<file path="src/rtl/fifo_read_arbiter.sv">
// rtl/fifo_read_arbiter.sv - round-robin arbiter sharing one async-FIFO read port among NREQ consumers
// Optional stall watchdog with sticky wdog_err output: define FIFO_ARB_WDOG_EN.
module fifo_read_arbiter #(
  parameter int NREQ     = 4,
  parameter int DATASIZE = 8,
  parameter int BURST    = 8,
  parameter int TIMEOUT  = 16
) (
  input  logic                rclk,
  input  logic                rrst_n,
  input  logic                rempty,
  input  logic [DATASIZE-1:0] rdata,
  output logic                rout,
  input  logic [NREQ-1:0]     req,
  input  logic [NREQ-1:0]     rd_ready,
  output logic [NREQ-1:0]     gnt,
  output logic [NREQ-1:0]     rd_valid,
  output logic [DATASIZE-1:0] rd_data,
`ifdef FIFO_ARB_WDOG_EN
  output logic                wdog_err,
`endif
  output logic                busy
);

  localparam int IDXW = $clog2(NREQ);
  localparam int CNTW = $clog2(BURST) + 1;

  if (NREQ < 2 || NREQ > 16 || BURST < 1 || TIMEOUT < 1) begin : g_param_check
    $error("fifo_read_arbiter: parameter out of range");
  end

  typedef enum logic [1:0] {IDLE, GRANT, RELEASE} state_t;

  state_t          state;
  logic [IDXW-1:0] rr_ptr;
  logic [IDXW-1:0] gnt_idx;
  logic [IDXW-1:0] pick_idx;
  logic [IDXW-1:0] cand;
  logic [IDXW-1:0] rr_next;
  logic            pick_found;
  logic [CNTW-1:0] burst_cnt;
  logic            last_pop;
  logic            release_now;
  logic            wdog_fire;

  assign rd_data = rdata;

  // Gating with rrst_n keeps a reset cycle from popping the FIFO while state is still GRANT.
  assign rd_valid    = gnt & {NREQ{(state == GRANT) && !rempty && rrst_n}};
  assign rout        = |(rd_valid & rd_ready);
  assign last_pop    = rout && (burst_cnt == CNTW'(BURST - 1));
  assign release_now = (state == GRANT) && (!req[gnt_idx] || last_pop || wdog_fire);
  assign rr_next     = (gnt_idx == IDXW'(NREQ - 1)) ? '0 : gnt_idx + 1'b1;

  // Scan downward so the requester closest to rr_ptr is the last (winning) assignment.
  always_comb begin
    pick_found = 1'b0;
    pick_idx   = '0;
    cand       = '0;
    for (int k = NREQ - 1; k >= 0; k--) begin
      cand = IDXW'((int'(rr_ptr) + k) % NREQ);
      if (req[cand]) begin
        pick_found = 1'b1;
        pick_idx   = cand;
      end
    end
  end

  always_ff @(posedge rclk) begin
    if (!rrst_n) begin
      state     <= IDLE;
      gnt       <= '0;
      busy      <= 1'b0;
      burst_cnt <= '0;
      rr_ptr    <= '0;
      gnt_idx   <= '0;
    end else begin
      case (state)
        IDLE: begin
          if (pick_found) begin
            gnt       <= NREQ'(1) << pick_idx;
            gnt_idx   <= pick_idx;
            burst_cnt <= '0;
            busy      <= 1'b1;
            state     <= GRANT;
          end
        end
        GRANT: begin
          if (rout) begin
            burst_cnt <= burst_cnt + 1'b1;
          end
          if (release_now) begin
            gnt   <= '0;
            state <= RELEASE;
          end
        end
        RELEASE: begin
          rr_ptr <= rr_next;
          busy   <= 1'b0;
          state  <= IDLE;
        end
        default: begin
          state <= IDLE;
        end
      endcase
    end
  end

`ifdef FIFO_ARB_WDOG_EN
  localparam int SW = $clog2(TIMEOUT) + 1;

  logic [SW-1:0] stall_cnt;
  logic          stall;

  assign stall     = |(rd_valid & ~rd_ready);
  assign wdog_fire = stall && (stall_cnt == SW'(TIMEOUT - 1));

  always_ff @(posedge rclk) begin
    if (!rrst_n) begin
      stall_cnt <= '0;
      wdog_err  <= 1'b0;
    end else begin
      if ((state != GRANT) || rout || release_now) begin
        stall_cnt <= '0;
      end else if (stall) begin
        stall_cnt <= stall_cnt + 1'b1;
      end
      if (wdog_fire) begin
        wdog_err <= 1'b1;
      end
    end
  end
`else
  assign wdog_fire = 1'b0;
`endif

endmodule

</file>
<file path="config.mk">
export PLATFORM = sky130hd
export DESIGN_NAME = fifo_read_arbiter
export DESIGN_NICKNAME = d
export VERILOG_FILES = /design/src/rtl/fifo_read_arbiter.sv
export SDC_FILE = /design/constraint.sdc
export NUM_CORES = 1
export LEC_CHECK = 0
export ABC_AREA = 1
export CAP_MARGIN = 10
export CORE_ASPECT_RATIO = 1.5
export CORE_MARGIN = 3
export CORE_UTILIZATION = 47
export DETAILED_ROUTE_END_ITERATION = 10
export GPL_TIMING_DRIVEN = 1
export HOLD_SLACK_MARGIN = 0.08
export PLACE_DENSITY_LB_ADDON = 0.12
export RECOVER_POWER = 25
export SYNTH_ARGS = -nofsm -noshare
export SYNTH_HDL_FRONTEND = slang
export SYNTH_SLANG_ARGS = --single-unit
</file>
<file path="constraint.sdc">
create_clock -name rclk -period 3.6 [get_ports rclk]
set_input_delay 0.72 -clock rclk [delete_from_list [all_inputs] [get_ports rclk]]
set_output_delay 0.72 -clock rclk [all_outputs]
set_load 0.02 [all_outputs]
</file>
# ---- After elaboration in Yosys (flattened, before gate mapping)
# Index checks and enable logic that the tools add are counted.
dict set report word_totals {
  mem_count 0
  latch_bits 0
  reg_bits 15
  word_cells 72
  ramBits 0
  rom_bits 0
}
dict set report op_classes {
  mul 0
  n_reduce_logical 16
  n_addsub 5
  bitwise_logic 2
  magnitude_cmp 5
  n_div 0
  eq_ne 7
  mux 30
  shifts 1
}
# cell count
set op_table {}
lappend op_table {{4-bit 2-to-1 mux} 4}
lappend op_table {{4-bit case mux with 2 select lines} 2}
lappend op_table {{2-bit by 3-bit less-than comparator with 1-bit output, second input constant} 5}
lappend op_table {{2-bit 2-to-1 mux} 7}
lappend op_table {{1-bit binary-select mux with 2-bit select} 5}
lappend op_table {{1-bit 2-to-1 mux} 10}
lappend op_table {{4-bit bitwise AND} 2}
lappend op_table {{2-bit inequality test, second input constant} 3}
lappend op_table {{2-bit AND reduction} 3}
lappend op_table {{3-bit AND reduction} 2}
lappend op_table {{2-bit by 1-bit adder with 2-bit output, second input constant} 2}
lappend op_table {{2-bit adder, second input constant} 2}
lappend op_table {{4-bit by 1-bit adder with 4-bit output, second input constant} 1}
lappend op_table {{2-bit equality test, second input constant} 2}
lappend op_table {{4-bit by 3-bit equality test with 1-bit output, second input constant} 1}
lappend op_table {{1-bit logical AND} 4}
lappend op_table {{2-bit case mux with 2 select lines} 1}
lappend op_table {{2-bit nonzero test} 2}
lappend op_table {{4-bit OR reduction} 1}
lappend op_table {{1-bit by 2-bit left shift with 4-bit output, first input constant} 1}
lappend op_table {{2-bit by 1-bit equality test with 1-bit output, second input constant} 1}
lappend op_table {{1-bit logical NOT} 2}
lappend op_table {{2-bit logical NOT} 1}
lappend op_table {{1-bit case mux with 2 select lines} 1}
lappend op_table {{1-bit logical OR} 1}

# ---- Logic depth before layout (Yosys ltp)
dict set report logic_depth {
  word_depth 11
  mapped_depth 12
  depth_no_buf 11
}

# ---- Least setup slack after synthesis
# Ideal clock, no wire load.
dict set report synth_path {
  path_kind {input to output}
  start {input rempty}
  end {output rout}
  cell_stages 7
  slack_ns 1.557
  path_buffers 0
  t_arrival_ns 1.323
  path_cell_list {inv_1 > nand2_1 > nor2_2 > nand3_1 > nand2_1 > nor2_1 > inv_1}
}
dict set report synth_via {
  elab_chain_len 6
}
# item line
set synth_rtl {}
lappend synth_rtl {{start: declaration} 11} ;# input logic rempty,
lappend synth_rtl {{1-bit logical NOT} 49} ;# assign rd_valid = gnt & {NREQ{(state == GRANT) && !rempty && rrst_n}};
lappend synth_rtl {{1-bit logical AND (2 in a row)} 49}
lappend synth_rtl {{4-bit bitwise AND} 49}
lappend synth_rtl {{4-bit bitwise AND} 50} ;# assign rout = |(rd_valid & rd_ready);
lappend synth_rtl {{4-bit OR reduction} 50}
lappend synth_rtl {{end: declaration} 13} ;# output logic rout,
# Every way passes these cells.

# ---- Final worst setup path
dict set report layout_path {
  start {input rrst_n}
  end {output rout}
}
dict set report layout_via {
  elab_chain_len 4
}
# item line
set layout_rtl {}
lappend layout_rtl {{start: declaration} 10} ;# input logic rrst_n,
lappend layout_rtl {{1-bit logical AND} 49}
lappend layout_rtl {{4-bit bitwise AND} 49}
lappend layout_rtl {{4-bit bitwise AND} 50}
lappend layout_rtl {{4-bit OR reduction} 50}
# Every way passes these cells.

==> results.md <==
* Die area at 0.00283 mm²
* Post-CTS Setup Bufs at 0
* Hold depth at 2
* Reg2Reg Depth at 8
* CP Capture Type: primary output
* Hold Crit Class: reg -> reg
* Unique masters post-synth at 28
* Non-Filler Instances at 194
* Number of global-route vias before repair at 946
* Worst EP required at 2880 ps
* Post-synthesis sequential area ratio at 28.8%
* GRT Util Overall at 17.1%
* Crit-path max FO at 7
* Wire length per cell at 11.2 µm
* Worst Path Arrival at 2590 ps
* Reg2reg end: burst_cnt[3]
* Die height at 63.6 µm
* Initial Utilization at 50.1%
* Drt first-iter violations at 15
* Hold_buf cts at 0
* Syn-to-layout area delta at 17.9%
* Initial antenna violation count at 0
* I/O pin total at 37
* Port Buffer Count at 20
* Routed vias at 971
* Routed Antenna Nets at 0
* Mapped Area at 0.00104 mm²
* Root Driver: clkbuf_4
* Placed insts at 190
* Grt ovf at 0
* Row count at 20
* Worst-Margin Slew at 524 ps
* Reg2Reg Setup Slack at 1810 ps
* Crit. Startpoint: rrst_n
* Ant diodes at 0
* Fmax at 302 MHz
* Static leakage at 0.573 nW
* First-pass GRT wire length at 3740 µm
* Pwr Density at 488 mW/mm²
* Crit Path Class: in -> out
* VDD IR max at 0.268 mV
* Drt drc at 0
* RSZ-0062 raised after global routing: false
* Worst-Skew Late Latency at 290 ps
* 1st-pass router iterations at 3
* Total core area at 0.00208 mm²
* Max-cap violations at 0
* Max Clock Skew at 11.2 ps
* Total number of H-tree levels at 1
* Final HPWL DP at 1800 µm
* Status: finished clean
* Count of pins over their slew limit at 0
* Layout cells sized above 1 at 14.0%
* TritonCTS clock tree: yes
* Clock transition at path regs at 100 ps
* Mapped Nets at 178
* Final Wtd Congestion at 0.747
* Longest Clk Path Bufs at 2
* Inserted Clock Buffers at 3
* Worst setup endpoint: rout
* DR vias/cell at 5.01
* Die W at 44.4 µm
* Crit start category: primary input
* Worst R2R Start: rr_ptr[0]
* Crit path time final at 3310 ps
* Synth warnings at 0
* Mean Syn Cell Area at 6.63 µm²
* Post-synth top flop: dfxtp_1
* Final Hold Viols at 0
* Post-Syn Instances at 157
* Setup TNS at 0 ps
* Nets at 194
* Yosys reg bits at 15
* Endpoints failing setup at 0
* Post_cts resized at 0
* Pre-CTS WS at 358 ps
* Pin count of the biggest net entering global routing at 14
* Clock Sink Count at 15
* Asr flop ratio synth at 0%
* Worst Slack Setup Final at 288 ps
* Max_slew headroom at 65.0%
* Number of synthesized flops with an enable pin at 0
* Period utilisation layout at 92.0%
* Final wirelength at 2170 µm
==> where the power goes <==
part | internal [W] | switching, W | total, W
clock | 0.0000423 | 0.0000586 | 0.000101
sequential | 0.000196 | 0.0000308 | 0.000227
combinational | 0.000105 | 0.000166 | 0.000271
==> registers in the layout, indices dropped and copies added, names as in the netlist <==
signal,count
burst_cnt,4
rr_ptr,2
busy,1
gnt,4
state,2
gnt_idx,2
==> synthesized netlist by cell type, types with 2 or more instances <==
master / count / area share (%)
nand2_1: 39 / 14
inv_1: 20 / 7.2
nor2_1: 16 / 5.8
dfxtp_1: 15 / 29
nand3_1: 12 / 5.8
a21oi_1: 8 / 3.8
buf_4: 8 / 5.8
o21ai_0: 6 / 2.9
nand2_2: 5 / 3.0
inv_2: 3 / 1.1
o21ai_1: 3 / 1.4
ha_1: 2 / 2.4
nand2_4: 2 / 2.2
nor2_2: 2 / 1.2
o21ai_2: 2 / 1.7
xor2_1: 2 / 1.7
==> critical path: stages <==
cell,delay [ps]
dlygate4sd3_1,670
nand2_1,100
nor2_2,180
nand3_1,100
nand2_1,100
nor2_1,80
inv_1,60
clkdlybuf4s50_1,590
==> through the flow <==
stage	instance area, µm²	power [W]	util, %	hold WS, ps
finish	1230	0.000598	59.1	477
global route	1230	0.000643	59.1	513
CTS	1230	0.000607	59.1	485
detailed placement	1200	0.000504	57.7	469
global placement	1200	0.000499	57.7	458
floorplan	1040	0.000439	-	459
==> placed cells by master, fill, tap and decap left out, types with 2 or more instances in the layout <==
cell type / count
nand2_1: 39
inv_1: 20
clkdlybuf4s50_1: 19
nor2_1: 16
dfxtp_1: 15
nand3_1: 12
a21oi_1: 8
o21ai_0: 6
nand2_2: 5
o21ai_1: 3
inv_2: 3
clkbuf_4: 3
nor2_2: 2
o21ai_2: 2
nand2_4: 2
xor2_1: 2
ha_1: 2
==> how the worst min path moves through the flow <==
stage | startpoint | slack [ps] | to
after CTS | busy | 490 | busy
after global routing | busy | 510 | busy
after global placement | busy | 460 | busy
after detailed placement | busy | 470 | busy
after floorplan | burst_cnt[3] | 460 | burst_cnt[3]
final | busy | 480 | busy
==> cells by family (layout without fill, tap and decap cells) <==
family | count (synthesis) | count (layout) | share of synthesized area, %
and+or+nand+nor | 81 | 81 | 35.9
buffers and inverters | 33 | 48 | 15.6
AOI/OAI and AO/OA | 23 | 23 | 14.7
DFF | 15 | 15 | 28.8
xor gates and xnor gates | 3 | 3 | 2.52
adders and majority gates | 2 | 2 | 2.40
==> layer usage <==
layer | track usage, % | vias to the layer above | share of wire (%)
met4 | 6.79 | 0 | 1.7
met3 | 2.29 | 4 | 2.2
met1 | 17.8 | 436 | 40
li1 | - | 517 | -
met2 | 32.3 | 14 | 56
met5 | 0 | - | 0
==> cell type report <==
type                            count  area, µm²
Timing Repair Buffer               20        200
Multi-Input combinational cell    109        578
Clock buffer                        3       22.5
Tap cell                           22       27.5
Clock inverter                      1       7.51
Fill cell                         208        850
Inverter                           24       91.3
Sequential cell                    15        300
(Power assumes the default switching activity.)
